==> src/rtl/i2s_tx_stream.sv <==
`timescale 1ns/1ps
// Stereo I2S / left-justified transmitter: a fractional divider makes BCK, a one-entry buffer feeds a frame shifter.
// A pair accepted before a frame load leaves on DIN from that load's falling BCK; s_ready stays low while the buffer is full.
module i2s_tx_stream #(
    parameter int CLK_HZ = 12000000,
    parameter int BCK_HZ = 1411200,
    parameter int DATA_W = 16,
    parameter int SLOT_W = 16,
    parameter int FORMAT = 0,
    parameter int ACC_W  = 25
) (
    input  logic              clk,
    input  logic              rst,
    input  logic              s_valid,
    output logic              s_ready,
    input  logic [DATA_W-1:0] s_left,
    input  logic [DATA_W-1:0] s_right,
    output logic              bck,
    output logic              lrck,
    output logic              din,
    output logic              underrun
);
    localparam int FRAME_W = 2 * SLOT_W;
    localparam int CNT_W   = $clog2(FRAME_W);
    localparam int PAD_W   = SLOT_W - DATA_W;
    localparam logic [ACC_W-1:0] INC      = ACC_W'(2 * BCK_HZ);
    localparam logic [ACC_W-1:0] LIM      = ACC_W'(CLK_HZ);
    localparam logic [CNT_W-1:0] CNT_LAST = CNT_W'(FRAME_W - 1);
    localparam logic             LRCK_RST = (FORMAT != 0);

    logic [ACC_W-1:0]   acc_q, acc_d, sum;
    logic               bck_q, bck_d, lrck_q, lrck_d, din_q, din_d;
    logic               und_q, und_d, rdy_q, rdy_d, full_q, full_d;
    logic [DATA_W-1:0]  buf_l_q, buf_l_d, buf_r_q, buf_r_d;
    logic [CNT_W-1:0]   cnt_q, cnt_d;
    logic [FRAME_W-1:0] sh_q, sh_d, frame;
    logic [SLOT_W-1:0]  l_slot, r_slot;
    logic               tick, fall, wrap, load;

    always_comb begin
        sum     = acc_q + INC;
        tick    = (sum >= LIM);
        acc_d   = tick ? (sum - LIM) : sum;
        bck_d   = bck_q ^ tick;
        fall    = tick & bck_q;
        wrap    = (cnt_q == CNT_LAST);
        load    = fall & wrap;
        // Samples are MSB-aligned in their slot; the low bits are padding.
        l_slot  = SLOT_W'(buf_l_q) << PAD_W;
        r_slot  = SLOT_W'(buf_r_q) << PAD_W;
        frame   = full_q ? {l_slot, r_slot} : '0;
        cnt_d   = cnt_q;
        lrck_d  = lrck_q;
        din_d   = din_q;
        sh_d    = sh_q;
        full_d  = full_q;
        buf_l_d = buf_l_q;
        buf_r_d = buf_r_q;
        und_d   = 1'b0;

        if (fall) begin
            cnt_d = wrap ? '0 : cnt_q + 1'b1;
            if (load) begin
                din_d  = frame[FRAME_W-1];
                sh_d   = frame << 1;
                full_d = 1'b0;
                und_d  = !full_q;
            end else begin
                din_d = sh_q[FRAME_W-1];
                sh_d  = sh_q << 1;
            end
            if (FORMAT != 0) begin
                lrck_d = (cnt_d >= CNT_W'(SLOT_W));
            end else begin
                lrck_d = (cnt_d >= CNT_W'(SLOT_W - 1)) && (cnt_d <= CNT_W'(FRAME_W - 2));
            end
        end

        // A load and an accept in the same clk only coexist when the buffer was empty.
        if (s_valid && rdy_q) begin
            full_d  = 1'b1;
            buf_l_d = s_left;
            buf_r_d = s_right;
        end
        rdy_d = !full_d;
    end

    always_ff @(posedge clk) begin
        if (rst) begin
            acc_q   <= '0;
            bck_q   <= 1'b0;
            lrck_q  <= LRCK_RST;
            din_q   <= 1'b0;
            und_q   <= 1'b0;
            rdy_q   <= 1'b1;
            full_q  <= 1'b0;
            buf_l_q <= '0;
            buf_r_q <= '0;
            cnt_q   <= CNT_LAST;
            sh_q    <= '0;
        end else begin
            acc_q   <= acc_d;
            bck_q   <= bck_d;
            lrck_q  <= lrck_d;
            din_q   <= din_d;
            und_q   <= und_d;
            rdy_q   <= rdy_d;
            full_q  <= full_d;
            buf_l_q <= buf_l_d;
            buf_r_q <= buf_r_d;
            cnt_q   <= cnt_d;
            sh_q    <= sh_d;
        end
    end

    assign bck      = bck_q;
    assign lrck     = lrck_q;
    assign din      = din_q;
    assign underrun = und_q;
    assign s_ready  = rdy_q;
endmodule

==> config.mk <==
export PLATFORM = sky130hd
export DESIGN_NAME = i2s_tx_stream
export DESIGN_NICKNAME = d
export VERILOG_FILES = /design/src/rtl/i2s_tx_stream.sv
export SDC_FILE = /design/constraint.sdc
export NUM_CORES = 1
export LEC_CHECK = 0
export ABC_AREA = 1
export BUFFER_PORTS_ARGS = -buffer_cell sky130_fd_sc_hd__buf_2
export CAP_MARGIN = 20
export CORE_MARGIN = 2
export CORE_UTILIZATION = 59
export DETAILED_ROUTE_END_ITERATION = 12
export PLACE_DENSITY = 0.84
export SLEW_MARGIN = 10
export SYNTH_ARGS = -nofsm -noshare
export SYNTH_HDL_FRONTEND = slang
export SYNTH_SLANG_ARGS = --single-unit
==> constraint.sdc <==
create_clock -name clk -period 3.7 [get_ports clk]
set_input_delay 0.74 -clock clk [delete_from_list [all_inputs] [get_ports clk]]
set_output_delay 0.74 -clock clk [all_outputs]
set_load 0.05 [all_outputs]
=== Yosys cells after proc, flatten, opt, wreduce, memory -nomap -nowiden ===
Cells that the tools add are included.

* Register bits: 100
* Input bits: 35
* Word-level logic and storage cells: 36

* Add/sub/neg operators: 3
* Eq/ne operators: 1
* Bitwise logic cells: 5
* Order comparisons: 3
* Reductions and logical operators: 5
* Mux-type cells: 8

{| class="wikitable"
|+ Operators with widths
! kind !! count
|-
| 32-bit two-way mux || 2
|-
| 25-bit by 22-bit adder with 25-bit output, second input constant || 1
|-
| 25-bit by 24-bit greater-or-equal comparator with 1-bit output, second input constant || 1
|-
| 25-bit two-way mux || 1
|-
| 25-bit by 24-bit subtractor with 25-bit output, second input constant || 1
|-
| 5-bit by 1-bit adder with 5-bit output, second input constant || 1
|-
| 5-bit == test, second input constant || 1
|-
| 5-bit by 4-bit greater-or-equal comparator with 1-bit output, second input constant || 1
|-
| 5-bit less-or-equal comparator, second input constant || 1
|-
| 5-bit two-way mux || 1
|-
| 1-bit two-way mux || 4
|-
| 3-bit OR reduction || 1
|-
| 1-bit bitwise AND || 2
|-
| 1-bit logical AND || 2
|-
| 1-bit logical NOT || 2
|-
| 1-bit inverter || 2
|-
| 1-bit XOR || 1
|}

=== Depth between registers and ports, before layout ===
Gate-level depths: netlist of the first run.

* Word-level depth: 8
* Gate-level depth with buffers: 23
* Depth with buffers taken out: 20

=== Worst setup path after synthesis of the first run ===
Ideal clock, no wire load.

* Path kind: register to register
* Start point: reg acc_q[8]
* End point: reg sh_q[1]
* Required time: 3570 ps
* Path slack: 964 ps
* Clock period less this slack: 2736 ps
* Setup time: 130 ps
* Stages on the path, launching flop included: 19
* Buffers on the path: 3
* Arrival: 2606 ps
* Path through: dfxtp_1 ha_1 nand3_1 nand2_2 nand2_1 nand2_1 nand2_1 nor2_1 nand3_1 nor2_1 nand4_4 nand2_4 buf_6 ha_1 clkbuf_1 inv_1 clkbuf_1 a32oi_1 nor2_1

* Longest elaborated chain between the ends: 5

{| class="wikitable"
|+ RTL lines
! element !! RTL line !! RTL
|-
| from (decl) || 31 || <nowiki>logic [ACC_W-1:0] acc_q, acc_d, sum;</nowiki>
|-
| from (signal assigned) || 90 || <nowiki>acc_q <= '0;</nowiki>
|-
| from (signal assigned) || 102 || <nowiki>acc_q <= acc_d;</nowiki>
|-
| 25-bit by 22-bit adder with 25-bit output (*) || 41 || <nowiki>sum = acc_q + INC;</nowiki>
|-
| 25-bit by 24-bit greater-or-equal comparator with 1-bit output (*) || 42 || <nowiki>tick = (sum >= LIM);</nowiki>
|-
| 1-bit bitwise AND (*) || 45 || <nowiki>fall = tick & bck_q;</nowiki>
|-
| 1-bit bitwise AND || 47 || <nowiki>load = fall & wrap;</nowiki>
|-
| 32-bit two-way mux || 63 || <nowiki>if (load) begin</nowiki>
|-
| to (signal assigned) || 100 || <nowiki>sh_q <= '0;</nowiki>
|-
| to (signal assigned) || 112 || <nowiki>sh_q <= sh_d;</nowiki>
|-
| to (decl) || 36 || <nowiki>logic [FRAME_W-1:0] sh_q, sh_d, frame;</nowiki>
|}

Every way passes the cells marked *; elsewhere a longest branch is shown, timed or not.
A chain may end at the register's enable or synchronous reset.

=== Final worst setup path of the first run ===
* Start point: reg acc_q[8]
* End point: reg cnt_q[1]

* Longest elaborated chain between the ends: 3

{| class="wikitable"
|+ RTL lines
! element !! RTL line !! RTL
|-
| 25-bit by 22-bit adder with 25-bit output || 41 ||
|-
| 25-bit by 24-bit greater-or-equal comparator with 1-bit output || 42 ||
|-
| 1-bit bitwise AND || 45 ||
|-
| to (signal assigned) || 111 || <nowiki>cnt_q <= cnt_d;</nowiki>
|-
| to (decl) || 35 || <nowiki>logic [CNT_W-1:0] cnt_q, cnt_d;</nowiki>
|}

No other way between the ends.

==> summary.txt, run 1 <==
STA
  – Final setup TNS: 0 ns
  – RSZ-0062 raised after global routing: no
  – Max Freq: 0.307 GHz
  – Fin crit period: 3.25 ns
  – Fin crit share: 87.9%
  – Setup WS post-layout: 0.446 ns
  – Setup violators final: 0
  – Max_slew headroom: 34.5%
  – Final Max Tran Viols: 0
  – Worst-Margin Slew: 0.981 ns
  – Worst Clk Skew: 0.0131 ns
  – Final Hold Fails: 0

Setup path
  – CP Class: reg -> reg
  – CP arrival: 3.48 ns
  – CP Max Fanout: 38
  – Crit end category: flip-flop
  – Startpoint types: flip-flop
  – Worst Path Required: 3.92 ns

Placement
  – PortBufs: 39
  – Placed Cells: 789
  – Placed inst area: 4770 sq um
  – GPL Wtd Cong: 0.952
  – Pre-CTS setup slack: 0.501 ns
  – DPL Wire Length: 7330 microns

Finish
  – Multi-input gate area in the final layout: 2420 sq um
  – Layout area overhead: 9.44%
  – Final Cell Area: 5000 sq um
  – Final Instance Count excl. Fillers: 805
  – FF+latch area: 1820 sq um
  – Fill cells: 691
  – Nets@finish: 741
  – Layout cells sized above 1: 12.8%
  – Diode count: 0

Yosys
  – Synth Cell Area: 4570 sq um
  – Area contributors post-synth: dfxtp_1 40%, a21oi_1 9.8%, nand3_1 9.3%
  – Ys async rst share: 0%
  – Cells after Synth: 681
  – Post-synthesis sequential area ratio: 39.8%
  – Syn_nets: 723
  – Ys flop type: dfxtp_1
  – Post-synth EDFFs: 0
  – Number of synthesized register bits: 91
  – Top cell type by total area after synthesis: dfxtp_1
  – Synth top area share: 39.8%
  – Synth Area per Inst: 6.72 sq um
  – Count of cell types in the netlist: 25
  – Yosys warnings: 0

Power and ir drop
  – Total power: 3.12 mW
  – LEAKAGE: 2.30 nW
  – Max rail drop VDD: 0.364 mV
  – Pwr per Cell Area: 624 nW/um^2

Clock tree
  – TritonCTS buffer count: 9
  – H-tree lvl count: 3
  – Maximum buffer depth of the clock tree: 2
  – Hold-fix buffers, CTS: 0
  – PostCTS Resize Cnt: 0
  – Clk slew on worst S/H paths: 0.09 ns
  – Clock Sinks: 91
  – Clock Latency Late Sink: 0.36 ns
  – CTS tree: done
  – Root Buffer: clkbuf_8
  – Post-CTS Setup Bufs: 0

Die
  – Core area: 7610 sq um
  – Die height: 92.0 microns
  – Starting Density: 60.1%
  – I/O pins: 40
  – Row count: 32
  – Die footprint: 8470 sq um
  – Die Width: 92.0 microns

Detailed routing
  – Total vias in the final route: 4433
  – Via-to-Cell Ratio: 5.51
  – Drt wl/cell: 13.1 microns
  – DRT Wirelength: 10500 microns
  – Iter 0 DRT Violations: 294
  – Final ANT Viol Nets: 0
  – DRC violations left: 0
  – 1st-pass router iterations: 5

Min path
  – Worst Hold Class: reg -> reg

Global route
  – Grt ovf: 0
  – Largest net degree at the start of global routing: 70
  – Initial antenna violation count: 0
  – Gr usage total: 26.3%
  – Vias in the first global route: 4060
  – First-pass GRT wire length: 18200 microns

Status
  – Status: finished clean

Flow run
  – MaxCap Viol Count: 0
cells in the final DEF (no fill, tap or decap), types with 2 or more instances in the layout:
cell type	instances
buf_2	39
clkbuf_8	10
nand2_1	108
nor2_4	2
xor2_1	3
nand2_2	15
inv_2	3
nand2_4	2
bufinv_16	2
inv_1	42
nor3_1	2
nand4_1	3
a21oi_2	2
a21oi_1	90
o21ai_0	71
nor2_2	5
dfxtp_1	91
ha_1	7
nor2_1	108
buf_4	5
nand3_1	85
cells in the mapped netlist (all sizes together) (2+ instances only):
cell / instances
buf: 5
nor3: 2
a21oi: 92
o21ai: 71
inv: 45
clkbuf: 33
nand3: 85
xor2: 3
dfxtp: 91
nor2: 115
nand2: 125
ha: 7
nand4: 4
report_power, final:
part / internal (mW) / switching, mW / leakage (nW)
clock network: 0.402 / 0.358 / 0.115
registers: 1.10 / 0.109 / 0.745
logic: 0.354 / 0.804 / 1.44
total: 1.85 / 1.27 / 2.30
critical path, stage by stage, from the launching register on:
cell and delay (ns):
dfxtp_1 0.38, ha_1 0.20, nand3_1 0.15, nand2_2 0.18, nand2_1 0.07, nand2_1 0.06
nand2_1 0.10, nor2_1 0.21, nand3_1 0.10, nand2_1 0.14, nand2_1 0.11, nand2_2 0.09
nand2_4 0.07, nand2_4 0.26, ha_1 0.32, inv_1 0.11, buf_4 0.26, a21oi_1 0.18
o21ai_0 0.12
sequential cells by signal (all words and copies together), names as in the netlist:
| register | count |
|---|---|
| acc_q | 17 |
| bck | 1 |
| buf_l_q | 16 |
| buf_r_q | 16 |
| cnt_q | 5 |
| din | 1 |
| full_q | 1 |
| lrck | 1 |
| s_ready | 1 |
| sh_q | 31 |
| underrun | 1 |
final timing paths:
kind / from / endpoint / slack [ns] / depth (start not counted)
worst max-delay path: acc_q[8] / cnt_q[1] / 0.45 / 18
worst min-delay path: buf_r_q[12] / sh_q[13] / 0.47 / 2
worst max register to register: acc_q[8] / cnt_q[1] / 0.45 / 18
worst min register to register: buf_r_q[12] / sh_q[13] / 0.47 / 2
logic make-up (layout without fill, tap and decap cells):
group	Yosys count	count (layout)	synth area share, %
buffers and inverters	83	105	7.33
adder cells (fa/ha/maj)	7	7	1.92
flip-flops	91	91	39.8
AND/OR/NAND/NOR	333	333	32.1
XOR/XNOR	3	3	0.575
AO/OA/AOI/OAI	164	164	18.2
per-stage QoR:
stage	util, %	hold slack [ns]
3_3_place_gp	62.7	0.457
6_report	65.8	0.471
3_5_place_dp	62.7	0.458
2_1_floorplan	-	0.435
4_1_cts	65.6	0.471
5_1_grt	65.8	0.493
metal layers:
| metal | vias to the layer above | wire [microns] | track usage (%) |
|---|---|---|---|
| met5 | - | 0 | 0 |
| li1 | 2280 | - | - |
| met1 | 2012 | 4690 | 34.9 |
| met2 | 126 | 5160 | 44.6 |
| met4 | 0 | 159 | 7.34 |
| met3 | 15 | 533 | 3.86 |
cell type report:
| type | count | area share [%] |
|---|---|---|
| Sequential cell | 91 | 36.4 |
| Clock buffer | 10 | 2.75 |
| Inverter | 45 | 3.38 |
| Timing Repair Buffer | 45 | 4.95 |
| Tap cell | 102 | 2.55 |
| Clock inverter | 5 | 1.70 |
| Multi-Input combinational cell | 507 | 48.3 |
No activity file was read; power rests on OpenSTA's default activity.
==> run 2: changes to the inputs <==
Settings changed: CELL_PAD_IN_SITES_DETAIL_PLACEMENT set to 0, CELL_PAD_IN_SITES_GLOBAL_PLACEMENT set to 2, CORE_UTILIZATION 59 to 33.
==> run 2 against run 1 <==
  * Flip-flop and latch count did not move
  * Wire length increased by 6.5%
  * Sequential share of layout area is 1.6 points lower
  * Core utilization fell by 28 points
  * Count of clock-buffer cells in the layout fell by 1
  * Cell count rose by 10%
  * Die area is 75% higher
==> summary.txt, run 2 (synthesized netlist as in run 1, its figures left out) <==
Status
  – Status: finished clean

Placement
  – DPL Wire Length: 7760 microns (+5.8%)
  – GPL Wtd Cong: 0.856 (-10%)
  – PortBufs: 39 (unchanged)
  – Placed Cells: 870 (+10%)

Setup path
  – R2R cell count: 17 (-1)
  – CP Class: reg -> reg
  – Cell Chain, Critical Path: ha_1 > nand3_1 > nand2_2 > nand2_1 > nand2_1 > nand2_1 > nor2_1 > nand3_1 > nor2_1 > nand4_4 > nand2_4 > ha_1 > buf_6 > nand2_1 > nor4_1 > a21oi_1 > a21oi_1
  – CP Max Fanout: 35 (-7.9%)
  – Worst Path Required: 3.97 ns (+0.05 ns)
  – Crit end category: flip-flop
  – CP max stage delay: 0.37 ns (about the same)
  – CP arrival: 3.47 ns (about the same)
  – Crit-path slowest cell: dfxtp_1
  – Worst R2R Setup Slack: 0.50 ns (+0.06 ns)
  – R2r endpoint: lrck
  – Worst r2r src: acc_q[8]
  – Crit path top cell by count: nand2_1
  – Startpoint types: flip-flop

Detailed routing
  – Total vias in the final route: 4299 (-3.0%)
  – Iter 0 DRT Violations: 275 (-6.5%)
  – DRC violations left: 0 (unchanged)
  – Final ANT Viol Nets: 0 (unchanged)
  – DRT Wirelength: 11200 microns (+6.5%)
  – Drt wl/cell: 12.7 microns (-3.2%)
  – 1st-pass router iterations: 5 (unchanged)
  – Via-to-Cell Ratio: 4.85 (-12%)

Min path
  – Hold Crit Start: cnt_q[3]
  – WHS Path Cells: 2 (unchanged)
  – Hold worst-path end: cnt_q[3]
  – Worst Hold Class: reg -> reg

Finish
  – Largest registers: sh_q x31, acc_q x17
  – Diode count: 0 (unchanged)
  – Nets@finish: 743 (+0.27%)
  – Max FFs per register: 31 (unchanged)
  – Biggest register: sh_q
  – Layout cells sized above 1: 13.3% (+0.51 points)
  – Layout area overhead: 14.4%
  – Final Instance Count excl. Fillers: 886 (+10%)
  – Final core utilization: 38.1% (-28 points)
  – Most frequent cells in the layout: 108 x nand2_1, 108 x nor2_1, 91 x dfxtp_1, 90 x a21oi_1, 85 x nand3_1

STA
  – Worst Clk Skew: 0.00894 ns (-0.00411 ns)
  – Final Max Tran Viols: 0 (unchanged)
  – Setup violators final: 0 (unchanged)
  – Final Hold Fails: 0 (unchanged)
  – Final setup TNS: 0 ns (unchanged)
  – Max Freq: 0.313 GHz (+1.8%)
  – Fin crit share: 86.4% (-1.6 points)
  – Max_slew headroom: 33.8% (-0.66 points)
  – Fin crit period: 3.20 ns (-0.0583 ns)
  – RSZ-0062 raised after global routing: no
  – Worst-Margin Slew: 0.991 ns (+0.00995 ns)

Die
  – Die height: 122 microns (+32%)
  – Core area: 13700 sq um (+80%)
  – Starting Density: 33.3% (-27 points)
  – Die footprint: 14800 sq um (+75%)
  – Die Width: 122 microns (+32%)
  – Row count: 43 (+34%)
  – I/O pins: 40 (unchanged)

Global route
  – Initial antenna violation count: 0 (unchanged)
  – Grt ovf: 0 (unchanged)
  – Gr usage total: 16.1% (-10 points)
  – Vias in the first global route: 4032 (-0.69%)
  – First-pass GRT wire length: 19200 microns (+5.6%)
  – Largest net degree at the start of global routing: 42 (-40%)

Clock tree
  – Clock Latency Late Sink: 0.35 ns (about the same)
  – TritonCTS buffer count: 9 (unchanged)
  – Hold-fix buffers, CTS: 0 (unchanged)
  – Maximum buffer depth of the clock tree: 2 (unchanged)
  – Root Buffer: clkbuf_16
  – Clock Sinks: 91 (unchanged)
  – Clk slew on worst S/H paths: 0.07 ns (-0.02 ns)
  – CTS tree: done
  – H-tree lvl count: 3 (unchanged)

Flow run
  – MaxCap Viol Count: 0 (unchanged)

Power and ir drop
  – Total power: 3.40 mW (+8.9%)
  – Max rail drop VDD: 0.212 mV (-42%)
  – Pwr per Cell Area: 650 nW/um^2 (+4.2%)
  – LEAKAGE: 2.36 nW (+2.5%)
run 2: cell count changes in the layout (fill, tap and decap cells not counted):
cell and delta:
buf_4 +1, buf_6 +1, clkbuf_16 +9, clkbuf_8 -10
clkinv_2 -1, clkinv_4 +1, inv_1 -1, inv_2 +1
inv_6 +2
run 2: area by class of cell:
class / count / area, sq um
clock buffer: 9 / 225
multi-input combinational: 507 / 2420
clock inverter: 7 / 106
fill: 1486 / 8490
timing repair buffer: 47 / 267
tap: 180 / 225
inverter: 45 / 169
sequential: 91 / 1820
run 2: worst max path at each step:
stage	from	endpoint	slack, ns	cells past startpoint
global route	acc_q[8]	lrck	0.005	19
detailed placement	acc_q[8]	lrck	0.44	17
global placement	acc_q[8]	lrck	0.54	19
CTS	acc_q[8]	lrck	0.40	17
finish	acc_q[8]	lrck	0.50	17
floorplan	acc_q[8]	sh_q[1]	0.96	18
run 2: worst max-delay path, delay by kind of cell, from the launching register on:
family,cells,cell delay (ns)
buf+inv,1,0.25
simple gates,12,1.86
flops,1,0.37
compound gates,2,0.21
fa+ha+maj,2,0.45
run 2: timing repair:
item                                    4_1_cts  5_1_grt
endpoints found under the hold margin         0        0
gates resized for setup                       0        1
buffers inserted                              0        0
endpoints found under the setup margin        0        1
run 2: stage by stage:
step           cell area (sq um)  setup slack, ns  hold slack [ns]
2_1_floorplan               4570            0.964            0.435
4_1_cts                     5230            0.403            0.472
3_3_place_gp                4880            0.543            0.447
6_report                    5230            0.505            0.471
3_5_place_dp                4890            0.437            0.459
5_1_grt                     5230          0.00500            0.499
run 2: report_power, final:
group | internal [mW] | switching [mW]
Combinational | 0.354 | 0.813
Clock | 0.605 | 0.418
Sequential | 1.10 | 0.112
Total | 2.06 | 1.34
run 2: layer usage:
metal / vias up / part of all wire [%] / wire [microns] / global-route usage (%)
li1: 2298 / - / - / -
met3: 5 / 2.7 / 303 / 3.14
met1: 1941 / 50 / 5600 / 21.1
met4: 0 / 0.67 / 75 / 4.74
met5: - / 0 / 0 / 0
met2: 55 / 47 / 5260 / 27.1
